--- config.mk ---
export PLATFORM = sky130hd
export DESIGN_NAME = decode_stage
export DESIGN_NICKNAME = d
export VERILOG_FILES = /design/src/rtl/decode_pkg.sv /design/src/rtl/decode_imm_gen.sv /design/src/rtl/decode_stage.sv
export SDC_FILE = /design/constraint.sdc
export NUM_CORES = 1
export LEC_CHECK = 0
export BUFFER_PORTS_ARGS = -buffer_cell sky130_fd_sc_hd__buf_2
export CAP_MARGIN = 20
export CORE_AREA = 2 2 143 145
export CTS_CLUSTER_DIAMETER = 200
export DETAILED_ROUTE_END_ITERATION = 7
export DIE_AREA = 0 0 145 147
export GPL_ROUTABILITY_DRIVEN = 0
export PLACE_DENSITY_LB_ADDON = 0.1
export REMOVE_ABC_BUFFERS = 1
export SLEW_MARGIN = 20
export SYNTH_ARGS = -nofsm -noshare
export SYNTH_HDL_FRONTEND = slang
export SYNTH_SLANG_ARGS = --single-unit
--- constraint.sdc ---
create_clock -name clk -period 2 [get_ports clk]
set_input_delay 0.1 -clock clk [delete_from_list [all_inputs] [get_ports clk]]
set_output_delay 0.1 -clock clk [all_outputs]
set_load 0.01 [all_outputs]
--- src/rtl/decode_pkg.sv ---
// Shared decode definitions: RV32I opcodes, ALU operation codes and immediate formats.
package decode_pkg;

    localparam logic [6:0] OP     = 7'b0110011;
    localparam logic [6:0] OP_IMM = 7'b0010011;
    localparam logic [6:0] LOAD   = 7'b0000011;
    localparam logic [6:0] STORE  = 7'b0100011;
    localparam logic [6:0] BRANCH = 7'b1100011;
    localparam logic [6:0] LUI    = 7'b0110111;
    localparam logic [6:0] AUIPC  = 7'b0010111;
    localparam logic [6:0] JAL    = 7'b1101111;
    localparam logic [6:0] JALR   = 7'b1100111;

    typedef enum logic [4:0] {
        ALU_ADD   = 5'd0,
        ALU_SUB   = 5'd1,
        ALU_SLL   = 5'd2,
        ALU_SLT   = 5'd3,
        ALU_SLTU  = 5'd4,
        ALU_XOR   = 5'd5,
        ALU_SRL   = 5'd6,
        ALU_SRA   = 5'd7,
        ALU_OR    = 5'd8,
        ALU_AND   = 5'd9,
        ALU_PASSB = 5'd10
    } alu_ctrl_e;

    typedef enum logic [2:0] {
        FMT_I = 3'd0,
        FMT_S = 3'd1,
        FMT_B = 3'd2,
        FMT_U = 3'd3,
        FMT_J = 3'd4
    } imm_fmt_e;

    // SUB only exists for register-register forms; OP_IMM bit 30 selects SRAI only.
    function automatic alu_ctrl_e alu_from_func(input logic [2:0] func3,
                                                input logic       f7b5,
                                                input logic       is_reg);
        case (func3)
            3'b000:  alu_from_func = (is_reg && f7b5) ? ALU_SUB : ALU_ADD;
            3'b001:  alu_from_func = ALU_SLL;
            3'b010:  alu_from_func = ALU_SLT;
            3'b011:  alu_from_func = ALU_SLTU;
            3'b100:  alu_from_func = ALU_XOR;
            3'b101:  alu_from_func = f7b5 ? ALU_SRA : ALU_SRL;
            3'b110:  alu_from_func = ALU_OR;
            default: alu_from_func = ALU_AND;
        endcase
    endfunction

endpackage

--- src/rtl/decode_imm_gen.sv ---
// Combinational RV32I immediate generator, sign-extended from instruction bit 31 to XLEN.
module imm_gen
    import decode_pkg::*;
#(
    parameter int XLEN = 32
) (
    input  logic [31:0]     inst,
    input  imm_fmt_e        fmt,
    output logic [XLEN-1:0] imm
);

    logic [31:0] raw;

    always_comb begin
        raw = '0;
        case (fmt)
            FMT_I:   raw = {{20{inst[31]}}, inst[31:20]};
            FMT_S:   raw = {{20{inst[31]}}, inst[31:25], inst[11:7]};
            FMT_B:   raw = {{19{inst[31]}}, inst[31], inst[7], inst[30:25], inst[11:8], 1'b0};
            FMT_U:   raw = {inst[31:12], 12'b0};
            FMT_J:   raw = {{11{inst[31]}}, inst[31], inst[19:12], inst[20], inst[30:21], 1'b0};
            default: raw = '0;
        endcase
    end

    assign imm = XLEN'($signed(raw));

endmodule

--- src/rtl/decode_stage.sv ---
// Stallable, flushable RV32I decode stage with valid/ready output register.
// Define DECODE_FWD_EN for EX/MEM operand forwarding; otherwise any pending write to a used source stalls.
module decode_stage
    import decode_pkg::*;
#(
    parameter int XLEN = 32,
    parameter int RAW  = 5,
    parameter int ALUW = 5
) (
    input  logic            clk,
    input  logic            rst,
    input  logic            in_valid_i,
    output logic            in_ready_o,
    input  logic [XLEN-1:0] in_pc_i,
    input  logic [31:0]     in_inst_i,
    output logic [RAW-1:0]  rs1_raddr_o,
    output logic [RAW-1:0]  rs2_raddr_o,
    input  logic [XLEN-1:0] rs1_rdata_i,
    input  logic [XLEN-1:0] rs2_rdata_i,
    input  logic            ex_we_i,
    input  logic            ex_is_load_i,
    input  logic [RAW-1:0]  ex_waddr_i,
    input  logic [XLEN-1:0] ex_wdata_i,
    input  logic            mem_we_i,
    input  logic [RAW-1:0]  mem_waddr_i,
    input  logic [XLEN-1:0] mem_wdata_i,
    input  logic            flush_i,
    output logic            out_valid_o,
    input  logic            out_ready_i,
    output logic [XLEN-1:0] out_pc_o,
    output logic [XLEN-1:0] out_op_a_o,
    output logic [XLEN-1:0] out_op_b_o,
    output logic [XLEN-1:0] out_imm_o,
    output logic [RAW-1:0]  out_waddr_o,
    output logic [ALUW-1:0] out_alu_ctrl_o,
    output logic            out_reg_we_o,
    output logic            out_use_imm_o,
    output logic            out_is_load_o,
    output logic            out_is_store_o,
    output logic            out_illegal_o
);

    logic [6:0]     opcode;
    logic [RAW-1:0] rd;
    logic [2:0]     func3;
    logic [6:0]     func7;

    assign opcode      = in_inst_i[6:0];
    assign rd          = RAW'(in_inst_i[11:7]);
    assign func3       = in_inst_i[14:12];
    assign func7       = in_inst_i[31:25];
    assign rs1_raddr_o = RAW'(in_inst_i[19:15]);
    assign rs2_raddr_o = RAW'(in_inst_i[24:20]);

    imm_fmt_e  fmt;
    alu_ctrl_e alu;
    logic      reg_we, use_imm, is_load, is_store, illegal, use_rs1, use_rs2;

    always_comb begin
        fmt      = FMT_I;
        alu      = ALU_ADD;
        reg_we   = 1'b0;
        use_imm  = 1'b0;
        is_load  = 1'b0;
        is_store = 1'b0;
        illegal  = 1'b0;
        use_rs1  = 1'b0;
        use_rs2  = 1'b0;
        case (opcode)
            OP:     begin alu = alu_from_func(func3, func7[5], 1'b1); reg_we = 1'b1;
                          use_rs1 = 1'b1; use_rs2 = 1'b1; end
            OP_IMM: begin alu = alu_from_func(func3, func7[5], 1'b0); reg_we = 1'b1;
                          use_imm = 1'b1; use_rs1 = 1'b1; end
            LOAD:   begin reg_we = 1'b1; use_imm = 1'b1; is_load = 1'b1; use_rs1 = 1'b1; end
            STORE:  begin fmt = FMT_S; use_imm = 1'b1; is_store = 1'b1;
                          use_rs1 = 1'b1; use_rs2 = 1'b1; end
            BRANCH: begin fmt = FMT_B; alu = ALU_SUB; use_rs1 = 1'b1; use_rs2 = 1'b1; end
            LUI:    begin fmt = FMT_U; alu = ALU_PASSB; reg_we = 1'b1; use_imm = 1'b1; end
            AUIPC:  begin fmt = FMT_U; reg_we = 1'b1; use_imm = 1'b1; end
            JAL:    begin fmt = FMT_J; reg_we = 1'b1; use_imm = 1'b1; end
            JALR:   begin reg_we = 1'b1; use_imm = 1'b1; use_rs1 = 1'b1; end
            default: illegal = 1'b1;
        endcase
        if (rd == '0) reg_we = 1'b0;
    end

    logic [XLEN-1:0] imm;

    imm_gen #(.XLEN(XLEN)) u_imm_gen (
        .inst (in_inst_i),
        .fmt  (fmt),
        .imm  (imm)
    );

    logic            ex_hit1, ex_hit2, mem_hit1, mem_hit2, hazard;
    logic [XLEN-1:0] op_a, op_b;

    assign ex_hit1  = ex_we_i  && (ex_waddr_i  != '0) && (ex_waddr_i  == rs1_raddr_o);
    assign ex_hit2  = ex_we_i  && (ex_waddr_i  != '0) && (ex_waddr_i  == rs2_raddr_o);
    assign mem_hit1 = mem_we_i && (mem_waddr_i != '0) && (mem_waddr_i == rs1_raddr_o);
    assign mem_hit2 = mem_we_i && (mem_waddr_i != '0) && (mem_waddr_i == rs2_raddr_o);

`ifdef DECODE_FWD_EN
    assign hazard = ex_is_load_i && ((use_rs1 && ex_hit1) || (use_rs2 && ex_hit2));

    always_comb begin
        op_a = rs1_rdata_i;
        op_b = rs2_rdata_i;
        if (rs1_raddr_o == '0)            op_a = '0;
        else if (ex_hit1 && !ex_is_load_i) op_a = ex_wdata_i;
        else if (mem_hit1)                op_a = mem_wdata_i;
        if (rs2_raddr_o == '0)            op_b = '0;
        else if (ex_hit2 && !ex_is_load_i) op_b = ex_wdata_i;
        else if (mem_hit2)                op_b = mem_wdata_i;
    end
`else
    assign hazard = (use_rs1 && (ex_hit1 || mem_hit1)) || (use_rs2 && (ex_hit2 || mem_hit2));

    assign op_a = (rs1_raddr_o == '0) ? '0 : rs1_rdata_i;
    assign op_b = (rs2_raddr_o == '0) ? '0 : rs2_rdata_i;
`endif

    logic advance, accept;

    assign advance    = !out_valid_o || out_ready_i;
    assign in_ready_o = advance && !hazard && !flush_i;
    assign accept     = in_valid_i && in_ready_o;

    always_ff @(posedge clk) begin
        if (rst) begin
            out_valid_o    <= 1'b0;
            out_pc_o       <= '0;
            out_op_a_o     <= '0;
            out_op_b_o     <= '0;
            out_imm_o      <= '0;
            out_waddr_o    <= '0;
            out_alu_ctrl_o <= '0;
            out_reg_we_o   <= 1'b0;
            out_use_imm_o  <= 1'b0;
            out_is_load_o  <= 1'b0;
            out_is_store_o <= 1'b0;
            out_illegal_o  <= 1'b0;
        end else if (flush_i) begin
            out_valid_o <= 1'b0;
        end else if (advance) begin
            out_valid_o <= accept;
            if (accept) begin
                out_pc_o       <= in_pc_i;
                out_op_a_o     <= op_a;
                out_op_b_o     <= op_b;
                out_imm_o      <= imm;
                out_waddr_o    <= rd;
                out_alu_ctrl_o <= ALUW'(alu);
                out_reg_we_o   <= reg_we;
                out_use_imm_o  <= use_imm;
                out_is_load_o  <= is_load;
                out_is_store_o <= is_store;
                out_illegal_o  <= illegal;
            end
        end
    end

endmodule

## Yosys cells after proc, flatten, opt, wreduce, memory -nomap -nowiden

Cells that the tools add are included.

| word-level totals | value |
|---|---|
| flip-flop bits (word level) | 144 |
| bits of input ports | 210 |
| logic and storage cells | 86 |

| cells by class | value |
|---|---|
| equal/unequal tests | 23 |
| multiplexer cells | 17 |
| bitwise logic cells | 1 |
| reductions and logical operators | 33 |

Operators with widths:

| operator | count |
|---|---|
| one-hot mux 32 bit (5 select lines) | 1 |
| 2-to-1 mux 32 bit | 2 |
| one-hot mux 4 bit (7 select lines) | 2 |
| == test 7 x 6 -> 1 bit, second input constant | 3 |
| == test 7 bit, second input constant | 3 |
| == test 5 bit | 4 |
| one-hot mux 4 bit (4 select lines) | 1 |
| zero test 5 bit | 3 |
| == test 7 x 5 -> 1 bit, second input constant | 2 |
| OR reduction 7 bit | 2 |
| == test 3 x 2 -> 1 bit, second input constant | 4 |
| == test 3 bit, second input constant | 4 |
| one-hot mux 3 bit (4 select lines) | 1 |
| logical AND 1 bit | 11 |
| 2-to-1 mux 1 bit | 10 |
| nonzero test 5 bit | 2 |
| OR reduction 9 bit | 1 |
| == test 7 x 2 -> 1 bit, second input constant | 1 |
| == test 3 x 1 -> 1 bit, second input constant | 2 |
| zero test 3 bit | 2 |
| OR reduction 6 bit | 1 |
| logical OR 1 bit | 4 |
| OR reduction 2 bit | 2 |
| zero test 1 bit | 3 |
| 3 further kinds | 3 |

## Depth between registers and ports, before layout

Gate-level depths: netlist of the first run.

| logic depth | value |
|---|---|
| word-level depth | 11 |
| depth in mapped cells | 11 |
| gate-level depth less buffers | 6 |

## Cells and area by module

From an unflattened synthesis of the first run, not the netlist that was laid out.

| unflattened totals | value |
|---|---|
| cells, all modules | 920 |
| area, all modules | 7,114.3 um2 |

By module, submodules not included:

| module | instances | cells an instance | area each (um2) | seq. area each (um2) |
|---|---|---|---|---|
| decode_stage | 1 | 826 | 6,573.8 | 2,862.7 |
| imm_gen | 1 | 94 | 540.5 | 0.0 |

## Worst setup path after synthesis of the first run

Ideal clock, no wire load.

| timing | value |
|---|---|
| kind | in2reg |
| start | in mem_waddr_i[1] |
| end | reg out_imm_o[22] |
| library setup time | 0.134 ns |
| arrival time | 1.784 ns |
| data required time | 1.866 ns |
| slack | 0.082 ns |
| cell stages on the path | 10 |
| path buffers | 4 |
| cell sequence | or4_1 > o21ai_1 > o311ai_1 > or2_1 > buf_2 > buf_6 > nor2_4 > buf_6 > buf_6 > a211oi_1 |

| on the way | value |
|---|---|
| cells in the longest elaborated chain, start to end | 11 |
| elaborated cells on any way between the ends | 16 |
| those cells by class | eq/ne: 2; reduce/logical: 14 |

Ends and longest elaborated chain:

| item | line | RTL |
|---|---|---|
| start, declared | decode_stage.sv:25 | `input logic [RAW-1:0] mem_waddr_i,` |
| nonzero test 5 bit | decode_stage.sv:100, decode_stage.sv:101 |  |
| logical AND 1 bit | decode_stage.sv:100, decode_stage.sv:101 |  |
| logical AND 1 bit, on equally long branches | decode_stage.sv:100, decode_stage.sv:101 |  |
| logical OR 1 bit | decode_stage.sv:117 | `assign hazard = (use_rs1 && (ex_hit1 \|\| mem_hit1)) \|\| (use_rs2 && (ex_hit2 \|\| mem_hit2));` |
| logical AND 1 bit | decode_stage.sv:117 |  |
| logical OR 1 bit * | decode_stage.sv:117 |  |
| zero test 1 bit * | decode_stage.sv:126 | `assign in_ready_o = advance && !hazard && !flush_i;` |
| logical AND 1 bit * (2 in a row) | decode_stage.sv:126 |  |
| logical AND 1 bit * | decode_stage.sv:127 | `assign accept = in_valid_i && in_ready_o;` |
| AND reduction 3 bit (no source line) * | n/a |  |
| end signal, assigned | decode_stage.sv:151 | `out_imm_o <= imm;` |
| end, declared | decode_stage.sv:33 | `output logic [XLEN-1:0] out_imm_o,` |

Every way passes the cells marked *; elsewhere a longest branch is shown, timed or not.
A chain may end at the register's enable or synchronous reset.

## Worst setup path in the final report of the first run

| timing | value |
|---|---|
| start | in mem_waddr_i[1] |
| end | out in_ready_o |

| on the way | value |
|---|---|
| cells in the longest elaborated chain, start to end | 9 |
| elaborated cells on any way between the ends | 14 |
| those cells by class | eq/ne: 2; reduce/logical: 12 |

Ends and longest elaborated chain:

| item | line | RTL |
|---|---|---|
| nonzero test 5 bit | decode_stage.sv:100, decode_stage.sv:101 |  |
| logical AND 1 bit | decode_stage.sv:100, decode_stage.sv:101 |  |
| logical AND 1 bit, on equally long branches | decode_stage.sv:100, decode_stage.sv:101 |  |
| logical OR 1 bit | decode_stage.sv:117 |  |
| logical AND 1 bit | decode_stage.sv:117 |  |
| logical OR 1 bit * | decode_stage.sv:117 |  |
| zero test 1 bit * | decode_stage.sv:126 |  |
| logical AND 1 bit * (2 in a row) | decode_stage.sv:126 |  |
| end, declared | decode_stage.sv:13 | `output logic in_ready_o,` |

Marked as above.

==> results of run 1 <==
worst max-delay path, cell delays in order:
cell and delay [ns]:
buf_2 0.12, or4_1 0.54, o21ai_2 0.22, o311ai_4 0.14, or2_4 0.27, buf_12 0.18, nor2_2 0.11, buf_2 0.14
final cells by class:
cell class	count	area, um2	area share (%)
Tap cell	270	338	3.26
Clock buffer	18	439	4.24
Sequential cell	143	2860	27.6
Clock inverter	12	185	1.79
Multi-Input combinational cell	586	3290	31.8
Timing Repair Buffer	469	3230	31.2
Inverter	3	11.3	0.109
Yosys cell counts, types with 12 or more instances:
| library cell | number | area [um2] |
|---|---|---|
| xnor2_1 | 14 | 123 |
| o21ai_1 | 69 | 345 |
| nor2b_1 | 66 | 413 |
| a311oi_1 | 12 | 105 |
| a21oi_1 | 89 | 445 |
| buf_4 | 12 | 90.1 |
| a211oi_1 | 17 | 128 |
| nand2_1 | 75 | 282 |
| o21ai_0 | 123 | 616 |
| clkbuf_1 | 56 | 210 |
| nand3_1 | 47 | 235 |
| dfxtp_1 | 143 | 2860 |
| buf_2 | 20 | 100 |
routing by layer:
metal / wire, um / global-route usage, % / part of all wire (%) / vias up
li1: - / - / - / 3695
met5: 0 / 0 / 0 / -
met1: 10800 / 28.9 / 45 / 3420
met3: 1380 / 4.88 / 5.7 / 31
met4: 435 / 6.78 / 1.8 / 0
met2: 11600 / 37.9 / 48 / 272
metrics by stage:
step | hold WS (ns) | total power, mW | setup WS, ns | area (um2)
detailed placement | 0.332 | 4.29 | -0.134 | 8590
finish | 0.0245 | 7.78 | 0.0810 | 10400
floorplan | 0.169 | 3.59 | -3.75 | 6100
global placement | 0.330 | 4.29 | -0.140 | 8590
global route | 0.0476 | 8.15 | 0.0162 | 10400
CTS | 0.00537 | 7.87 | 0.0443 | 10300
kinds of logic after synthesis:
| family | Yosys count | share of synthesized area, % |
|---|---|---|
| xor gates and xnor gates | 20 | 2.68 |
| other | 1 | 0.0573 |
| DFF | 143 | 43.7 |
| muxes | 2 | 0.306 |
| buffers and inverters | 97 | 6.97 |
| and+or+nand+nor | 235 | 19.0 |
| AOI/OAI and AO/OA | 328 | 27.3 |
state kept, by name, summed over array words and instances, names as in the netlist:
name / count
out_use_imm_o: 1
out_alu_ctrl_o: 4
out_reg_we_o: 1
out_is_store_o: 1
out_valid_o: 1
out_pc_o: 32
out_is_load_o: 1
out_op_a_o: 32
out_op_b_o: 32
out_waddr_o: 5
out_imm_o: 32
out_illegal_o: 1
final timing paths:
check | startpoint | to | slack (ns)
hold reg to reg | out_reg_we_o | out_reg_we_o | 0.47
setup / recovery | mem_waddr_i[1] | in_ready_o | 0.08
hold / removal | in_inst_i[4] | out_alu_ctrl_o[3] | 0.02
setup reg to reg | out_valid_o | out_pc_o[4] | 0.36
timing repair:
| action | 4_1_cts | 5_1_grt |
|---|---|---|
| endpoints found under the hold margin | 111 | 0 |
| hold buffers | 110 | 0 |
| setup endpoints to repair | 1 | 1 |
| pin swaps | 1 | 1 |
| gates resized for setup | 2 | 2 |
| setup buffers | 1 | 1 |
power breakdown:
part           switching [mW]  internal (mW)  leakage [nW]
clock                    1.26           2.12         0.303
sequential             0.0637           3.00          1.17
combinational           0.702          0.642          3.07
==> results.md, run 1 <==
- For this run, the number of Yosys warnings is 0.
- The fraction of layout instances using a drive strength above 1 is 32.8%.
- Port buffering added 298 buffers.
- The clock buffer count from CTS is 17.
- The chip width is approximately 150 um.
- The maximum level of the CTS H-tree is 4.
- The data arrival time of the critical path is about 1.8 ns.
- The headroom to the max-slew limit is about two thirds.
- Setup violations remaining at the end of the flow were counted as 0.
- The initial antenna violation count came to 0.
- The synthesized design contains 0 enable-type register cells.
- The wire length of the first global-routing pass is ~40,000 um.
- The number of flip-flops and latches in the synthesized netlist is 143.
- The tightest min-delay check is of the input port to flop type.
- The number of standard cells in the final layout excluding fillers is between 1,500 and 2,000.
- The post-layout utilization of the core is a little over half.
- STA classifies the critical path endpoint as a primary output.
- The die covers ~21,000 um2.
- The timing-limited maximum frequency is approximately 0.52 GHz.
- 0 antenna diodes ended up in the layout.
- The longest clock path from root to sink contains 2 buffers.
- The root buffer cell chosen for the clock tree is clkbuf_16.
- Clock-pin slew was measured on the worst setup and hold paths at 0.06 ns.
- The HPWL after detailed placement is ~16,000 um.
- The TritonCTS sink count is between 100 and 150.
- In this run the core area contains 52 standard-cell rows.
- The count of pins over their slew limit is 0.
- The tool flagged a number of max-cap violations equal to 0.
- The total number of vias is 7,418.
- In the layout the commonest cells are buf_2 (297), dfxtp_1 (143), o21ai_0 (123).
- The filler cell count in the final layout is 1,952.
- The final antenna-violating net count is 0.
- For the finished layout, the period the worst path requires is roughly 1.9 ns.
- The type of element launching the critical path is an input port.
- The number of distinct library cell variants in the gate-level netlist after synthesis is 48.
- The initial core utilization is between 30% and 40%.
- Summed over all cells, the static leakage comes to around 4.5 nW.
- The class of the most critical setup path is input port to primary output.
- For this run, the detailed router's first-pass iteration total came to 4.
- For this run, design rule violations remaining after detail routing come to 0.
- The worst clock skew is 0.00890 ns.
- The synthesized area divided by synthesized cell count is between 7 and 8 um2.
- The share of the clock period used by the worst path is 95.9%.
- The path depth of the worst reg2reg path is 7.
- The number of nets in the layout is about 1,400.
- Setup total negative slack on the finished layout was measured at 0 ns.
- Setup repair after global routing left no endpoint under its margin.
- The worst hold path passes through 3 cells.
- During I/O placement, the number of pins put on the boundary was around 370.
- The flip-flop cell with the highest count after synthesis is dfxtp_1.
- In the global route stage, overall resource usage came out at approximately 22%.
- Across the VDD grid, the largest voltage drop is about 470 uV.
- After technology mapping, the gate count stands at between 800 and 900.
- Summing the sequential cell areas from Yosys gives a little over two fifths of the chip area.
- The via count normalized by instance count is slightly below 5.
- Dividing the detail-routed wire length by the instance count gives around 16 um.
- The later pin in the worst-skew pair is clocked with a latency of 0.42 ns.
- From bottom edge to top edge, the die measures 147 um.
- The fraction of registers with async set/reset is 0%.
- The routed wire length is ~24,000 um.
- The DRC marker count from the first detailed-route iteration is about 310.
- Relative to the synthesized area, the layout overhead comes to 58.2%.
- The cell area that synthesis handed to floorplanning was between 6000 and 7000 um2.
- Global routing finished with a remaining overflow of 0.
- The run finished with clean final reports.
- The maximum number of pins on one net before global-route repair is 47.
- TritonCTS built the clock tree.
- Leaving out fill and tap cells, the most frequent cell in the layout is buf_2.
- The total power divided by cell area is approximately 750 nW/um2.
- The maximum fanout encountered on the critical timing path is 41.
- The slew at the pin closest to its max-slew limit is 0.505 ns.
- The area of the placeable core is approximately 20,000 um2.
- The number of placed instances, taps included, is ~1,400.
- The total count of hold-check failures in the final report came to 0.
- At the worst endpoint, the required time is between 1.5 and 2 ns.
- The number of global-route vias before repair is roughly 7,400.
Note: power is estimated with default switching activity, not from simulation.
==> inputs of run 2 (changes only) <==
==> constraint.sdc (replaced) <==
create_clock -name clk -period 1.92 [get_ports clk]
set_input_delay 0.096 -clock clk [delete_from_list [all_inputs] [get_ports clk]]
set_output_delay 0.096 -clock clk [all_outputs]
set_load 0.01 [all_outputs]
==> run 2 against run 1 <==
  * Utilization is 0.57 points higher
  * Critical path depth stayed put
  * Cell area increased by 1.1%
  * Die area is the same
  * Via count up 1.3%
  * Critical path type unchanged
  * Largest cell class is now non-clock buffers
  * Highest routed layer unchanged
==> results.md, run 2 (synthesized netlist as in run 1, its figures left out) <==
- The post-layout utilization of the core was 52.8% (was 52.2%).
- The initial core utilization was 33.0% (unchanged).
- The die height was 147 um (unchanged).
- Most frequent cells in the layout: buf_2 (297), dfxtp_1 (143), o21ai_0 (123) (unchanged).
- The TritonCTS sink count is 143 (unchanged).
- Ordered list of cells on the worst path: buf_2 -> or4_4 -> o21ai_4 -> o311ai_4 -> or2_4 -> buf_12 -> nor2_2 -> buf_2 (was buf_2 -> or4_1 -> o21ai_2 -> o311ai_4 -> or2_4 -> buf_12 -> nor2_2 -> buf_2).
- The worst path in the final design needs a cycle of 1.86 ns, including I/O delays and setup.
- The headroom to the max-slew limit was 64.6% (was 66.1%).
- The wire length of the first global-routing pass is 38,800 um (was 39,000 um).
- The full die area was 21,300 um2 (unchanged).
- The slowest stage cell on the critical path is or4_4 (was or4_1).
- Run status: complete, no violations (unchanged).
- The clock transition at the registers of the reported paths is 0.06 ns (about the same).
- The worst-case clock buffer depth is 2 (unchanged).
- The summed negative setup slack over all endpoints came to 0 ns (unchanged).
- Of the available clock period, the critical path in the final layout requires roughly 97%.
- The area growth from synthesis to final layout is 59.9% (was 58.2%).
- The initial antenna violation count was 0 (unchanged).
- The chip width came to 145 um (unchanged).
- The worst IR drop on VDD is 510 uV (was 467 uV).
- The data arrival time of the critical path is 1.76 ns (was 1.82 ns).
- The fraction of layout instances using a drive strength above 1 came to 33.6% (was 32.8%).
- The maximum fanout encountered on the critical timing path is 10 (was 41).
- The via count normalized by instance count was 4.96 (was 4.94).
- The total of max-cap violations is 0 (unchanged).
- The boundary pin count came to 365 (unchanged).
- The CTS tree was yes (unchanged).
- Unrepaired setup endpoints after global routing: no (unchanged).
- The total power divided by cell area was 754 nW/um2 (was 752 nW/um2).
- The startpoint of the worst-slack reg-to-reg timing path was out_valid_o (unchanged).
- The number of core rows came to 52 (unchanged).
- The number of global-route vias before repair came to 7,229 (was 7,363).
- The number of buffers and inverters on the critical path is 3 (unchanged).
- The cell leakage power came to 4.60 nW (was 4.55 nW).
- The final instance area is 10,500 um2 (was 10,400 um2).
- The maximum level of the CTS H-tree is 4 (unchanged).
- The area of the placeable core is 19,800 um2 (unchanged).
- The worst setup path startpoint is mem_waddr_i[1] (unchanged).
- The total inserted antenna cells came to 0 (unchanged).
- The area after detailed placement is 8690 um2 (was 8590 um2).
- The worst hold slack across all endpoints is 0.0317 ns (was 0.0245 ns).
- Derived from the worst setup path, the maximum achievable clock frequency is around 0.54 GHz.
- The clock root buffer is clkbuf_16 (unchanged).
- The total number of vias is 7,514 (was 7,418).
- The wire length per cell after detailed routing was 16.4 um (was 16.1 um).
- The slew at the pin closest to its max-slew limit was 0.527 ns (was 0.505 ns).
- The clock latency reported for the late side of the worst-skew pair was 0.41 ns (was 0.42 ns).
- The category of the worst setup path capture point is a primary output (unchanged).
- The type of element launching the critical path is an input port (unchanged).
- The type of the most critical hold path is input port to flop (unchanged).
- The worst path required time is 1.82 ns (was 1.90 ns).
- The class of the most critical setup path is input port to primary output (unchanged).
- The count of pins over their slew limit came to 0 (unchanged).
- The total design power is 7.89 mW (was 7.78 mW).
- The final antenna-violating net count came to 0 (unchanged).
- The DRC violation count after routing is 0 (unchanged).
- The total congestion overflow after global routing came to 0 (unchanged).
- The total routing resource utilization after global routing is 22.4% (was 22.5%).
- The most frequent standard cell in the layout excluding fill and tap cells is buf_2 (unchanged).
- The critical path's largest stage delay is 0.54 ns (about the same).
- The most frequent cell on the critical path is buf_2 (unchanged).
- The worst clock skew came to 0.00706 ns (was 0.00890 ns).
- The worst min-delay path startpoint was in_inst_i[18] (was in_inst_i[4]).
- The clock buffer count from CTS was 17 (unchanged).
- The filler cell count in the final layout is 1,944 (was 1,952).
- The maximum number of pins on one net before global-route repair is 57 (was 47).
- The total count of hold-check failures in the final report is 0 (unchanged).
- The routed wire length is 24,800 um (was 24,200 um).
- The DRC marker count from the first detailed-route iteration came to 362 (was 314).
- The half-perimeter wire length after detailed placement is 16,100 um (was 16,200 um).
- The number of nets in the layout is 1,442 (was 1,430).
- The first-pass iteration count of the detailed router is 4 (unchanged).
- The family with the most delay on the worst path is simple AND/OR/NAND/NOR gates (unchanged).
- The final setup violation count is 0 (unchanged).
- The number of input and output port buffers inserted came to 298 (unchanged).
run 2: changes by cell type in the layout (fill, tap and decap cells not counted), moves of 2 or more:
| cell | delta |
|---|---|
| buf_4 | +9 |
| buf_12 | +2 |
| bufinv_16 | -2 |
| clkbuf_1 | +2 |
| clkbuf_16 | +2 |
| clkinvlp_4 | +2 |
run 2: power breakdown:
part	internal (mW)	leakage [nW]	switching, mW	total (mW)
logic	0.702	3.16	0.747	1.45
registers	3.12	1.17	0.0680	3.19
clock network	1.92	0.270	1.34	3.25
total	5.74	4.60	2.15	7.89
run 2: final timing paths:
kind                    to  slack [ns]  depth (start not counted)
max             in_ready_o        0.06                          8
min          out_imm_o[18]        0.03                          3
max reg2reg   out_pc_o[11]        0.20                          7
min reg2reg   out_reg_we_o        0.46                          2
run 2: layer usage:
| metal | global-route usage, % | share of wire (%) | up-vias | routed length, um |
|---|---|---|---|---|
| met3 | 5.00 | 5.9 | 27 | 1450 |
| met5 | 0 | 0 | - | 0 |
| li1 | - | - | 3719 | - |
| met1 | 29.2 | 46 | 3510 | 11300 |
| met2 | 37.5 | 47 | 258 | 11600 |
| met4 | 5.84 | 1.5 | 0 | 382 |
run 2: repair_timing:
item / CTS / global route
setup buffers: 1 / 2
resized for setup: 3 / 4
cloned: 0 / 2
setup endpoints to repair: 1 / 1
hold buffers: 109 / 0
pin swaps: 1 / 2
endpoints found under the hold margin: 111 / 0
run 2: layout make-up:
| class | instances | area [um2] | area share [%] |
|---|---|---|---|
| timing repair buffer | 481 | 3380 | 32.2 |
| multi-input combinational | 586 | 3310 | 31.6 |
| sequential | 143 | 2860 | 27.3 |
| clock buffer | 19 | 433 | 4.13 |
| tap | 270 | 338 | 3.23 |
| clock inverter | 12 | 140 | 1.34 |
| inverter | 3 | 11.3 | 0.108 |
run 2: per-stage QoR:
step / instances / setup WS [ns]
floorplan: 732 / -3.82
CTS: 1510 / 0.0108
detailed placement: 1369 / -0.179
global route: 1514 / 0.00764
finish: 1514 / 0.0602
global placement: 1369 / -0.154
run 2: tightest hold or removal path: stages:
cell	delay, ns
buf_2	0.14
o21ai_0	0.07
a311oi_1	0.08
==> inputs of run 3 (changes only) <==
--- a/config.mk
+++ b/config.mk
@@ -12,6 +12,7 @@
 export DETAILED_ROUTE_END_ITERATION = 7
 export DIE_AREA = 0 0 145 147
 export GPL_ROUTABILITY_DRIVEN = 0
+export MAX_ROUTING_LAYER = met4
 export PLACE_DENSITY_LB_ADDON = 0.1
 export REMOVE_ABC_BUFFERS = 1
 export SLEW_MARGIN = 20
==> run 3 against run 2 <==
  * Utilization unchanged
  * Global-route usage up 0.69 points
  * Critical path depth unchanged
  * Highest routed layer unchanged
  * Setup slack worse by 0.0050 ns
  * Cell count unchanged
  * Clock-buffer cell count unchanged
  * Fmax down 0.27%
  * Critical path type unchanged
  * Die area unchanged
  * Sequential cell count unchanged
  * Register-to-register slack about the same
  * Cell area unchanged
  * Hold slack worse by 0.0049 ns
==> results.md, run 3 (synthesized netlist as in run 1, its figures left out) <==
- The headroom to the max-slew limit came to 64.4% (was 64.6%).
- The clock root buffer is clkbuf_16 (unchanged).
- The most frequent standard cell in the layout excluding fill and tap cells is buf_2 (unchanged).
- The worst clock skew came to 0.00754 ns (was 0.00706 ns).
- The type of element launching the critical path is an input port (unchanged).
- The number of nets in the layout is 1,442 (unchanged).
- The clock transition at the registers of the reported paths came to 0.06 ns (about the same).
- The routed wire length is 24,700 um (was 24,800 um).
- The class of the most critical setup path is input port to primary output (unchanged).
- The total power divided by cell area is 753 nW/um2 (was 754 nW/um2).
- The maximum level of the CTS H-tree is 4 (unchanged).
- The maximum number of pins on one net before global-route repair is 57 (unchanged).
- The category of the worst setup path capture point is a primary output (unchanged).
- The number of input and output port buffers inserted is 298 (unchanged).
- The full die area is 21,300 um2 (unchanged).
- The total number of vias is 7,474 (was 7,514).
- The setup slack at placement is -0.179 ns (unchanged).
- The via count normalized by instance count is 4.94 (was 4.96).
- Unrepaired setup endpoints after global routing: no (unchanged).
- The path depth of the worst reg2reg path came to 7 (unchanged).
- The final setup violation count is 0 (unchanged).
- The initial core utilization is 33.0% (unchanged).
- The total routing resource utilization after global routing was 23.0% (was 22.4%).
- The total congestion overflow after global routing is 0 (unchanged).
- The startpoint of the worst-slack reg-to-reg timing path is out_valid_o (unchanged).
- The data arrival time of the critical path is 1.77 ns (was 1.76 ns).
- The final instance area came to 10,500 um2 (unchanged).
- The worst IR drop on VDD is 517 uV (was 510 uV).
- The clock buffer count from CTS came to 17 (unchanged).
- The total of max-cap violations is 0 (unchanged).
- Run status: complete, no violations (unchanged).
- The worst-case clock buffer depth is 2 (unchanged).
- The type of the most critical hold path was input port to flop (unchanged).
- The maximum fanout encountered on the critical timing path is 10 (unchanged).
- The total inserted antenna cells is 0 (unchanged).
- The timing-limited maximum frequency is 0.536 GHz (was 0.538 GHz).
- The number of core rows is 52 (unchanged).
- The CTS tree was yes (unchanged).
- The worst path required time is 1.82 ns (about the same).
- The register-to-register setup slack is 0.20 ns (about the same).
- The TritonCTS sink count is 143 (unchanged).
- The die height is 147 um (unchanged).
- The total count of hold-check failures in the final report is 0 (unchanged).
- The final antenna-violating net count is 0 (unchanged).
- The chip width is 145 um (unchanged).
- The met1 layer usage reported by global route is 29.7% (was 29.2%).
- The slew at the pin closest to its max-slew limit is 0.529 ns (was 0.527 ns).
- The end of the worst register-to-register path was out_pc_o[11] (unchanged).
- The worst hold slack across all endpoints came to 0.0268 ns (was 0.0317 ns).
- Most frequent cells in the layout: buf_2 (297), dfxtp_1 (143), o21ai_0 (123) (unchanged).
- The clock latency reported for the late side of the worst-skew pair came to 0.42 ns (was 0.41 ns).
- The DRC violation count after routing is 0 (unchanged).
- The final period demand of the worst path came to 1.86 ns (about the same).
- The number of cells on the worst hold path came to 3 (unchanged).
- The fraction of layout instances using a drive strength above 1 is 33.6% (unchanged).
- The DRC marker count from the first detailed-route iteration is 390 (was 362).
- The terminating pin of the worst hold path was out_imm_o[18] (unchanged).
- The wire length of the first global-routing pass was 38,800 um (about the same).
- The summed negative setup slack over all endpoints is 0 ns (unchanged).
- The met3 demand-to-capacity share in global routing is 4.29% (was 5.00%).
- The first-pass iteration count of the detailed router is 4 (unchanged).
- The worst setup path startpoint is mem_waddr_i[1] (unchanged).
- The area after detailed placement was 8690 um2 (unchanged).
- The number of global-route vias before repair was 7,225 (was 7,229).
- The count of pins over their slew limit is 0 (unchanged).
- The cell leakage power is 4.60 nW (unchanged).
- The global routing's busiest layer is met2 (unchanged).
- The half-perimeter wire length after detailed placement is 16,100 um (unchanged).
- The area of the placeable core is 19,800 um2 (unchanged).
- The worst setup margin is 0.0553 ns (was 0.0602 ns).
- The area growth from synthesis to final layout was 59.9% (unchanged).
- The boundary pin count is 365 (unchanged).
- The wire length per cell after detailed routing is 16.3 um (was 16.4 um).
- The share of the clock period used by the worst path is 97.1% (was 96.9%).
- The initial antenna violation count came to 0 (unchanged).
- The worst min-delay path startpoint is in_inst_i[18] (unchanged).
- The met2 layer usage reported by global route was 37.3% (was 37.5%).
[run 3: cell counts in the layout (fill, tap and decap cells not counted)]
No cell type changed its count.
[run 3: worst max-delay path by stage]
stage	slack [ns]	cells past startpoint	to
floorplan	-3.82	6	out_illegal_o
global placement	-0.15	8	out_op_b_o[18]
detailed placement	-0.18	8	out_pc_o[9]
CTS	0.01	8	in_ready_o
global route	0.009	8	in_ready_o
finish	0.06	8	in_ready_o
[run 3: metrics by stage]
stage | util (%) | power, mW | cells
6_report | 52.8 | 7.89 | 1514
5_1_grt | 52.8 | 8.24 | 1514
4_1_cts | 52.3 | 7.94 | 1510
3_5_place_dp | 43.8 | 4.49 | 1369
3_3_place_gp | 43.8 | 4.49 | 1369
2_1_floorplan | - | 3.74 | 732
[run 3: critical path, stage by stage]
cell and delay [ns]:
buf_2 0.12, or4_4 0.54, o21ai_4 0.20, o311ai_4 0.14, or2_4 0.30, buf_12 0.16
nor2_2 0.07, buf_2 0.14
[run 3: cell type report]
class	instances	area [um2]
fill	1944	9370
timing repair buffer	481	3380
clock buffer	19	433
sequential	143	2860
clock inverter	12	140
inverter	3	11.3
multi-input combinational	586	3310
tap	270	338
[run 3: routing by layer]
| layer | vias to the layer above | wire [um] |
|---|---|---|
| li1 | 3712 | - |
| met1 | 3489 | 11300 |
| met2 | 245 | 11600 |
| met3 | 28 | 1400 |
| met4 | 0 | 438 |
| met5 | - | 0 |
[run 3: power breakdown]
group	switching, mW	internal, mW
clock	1.33	1.92
sequential	0.0677	3.12
combinational	0.746	0.702
[run 3: repair_timing]
item,4_1_cts,5_1_grt
pin swaps,1,2
resized for setup,3,4
endpoints found under the hold margin,111,0
setup endpoints to repair,1,1
hold buffers,109,0
setup buffers,1,2
gates cloned,0,2
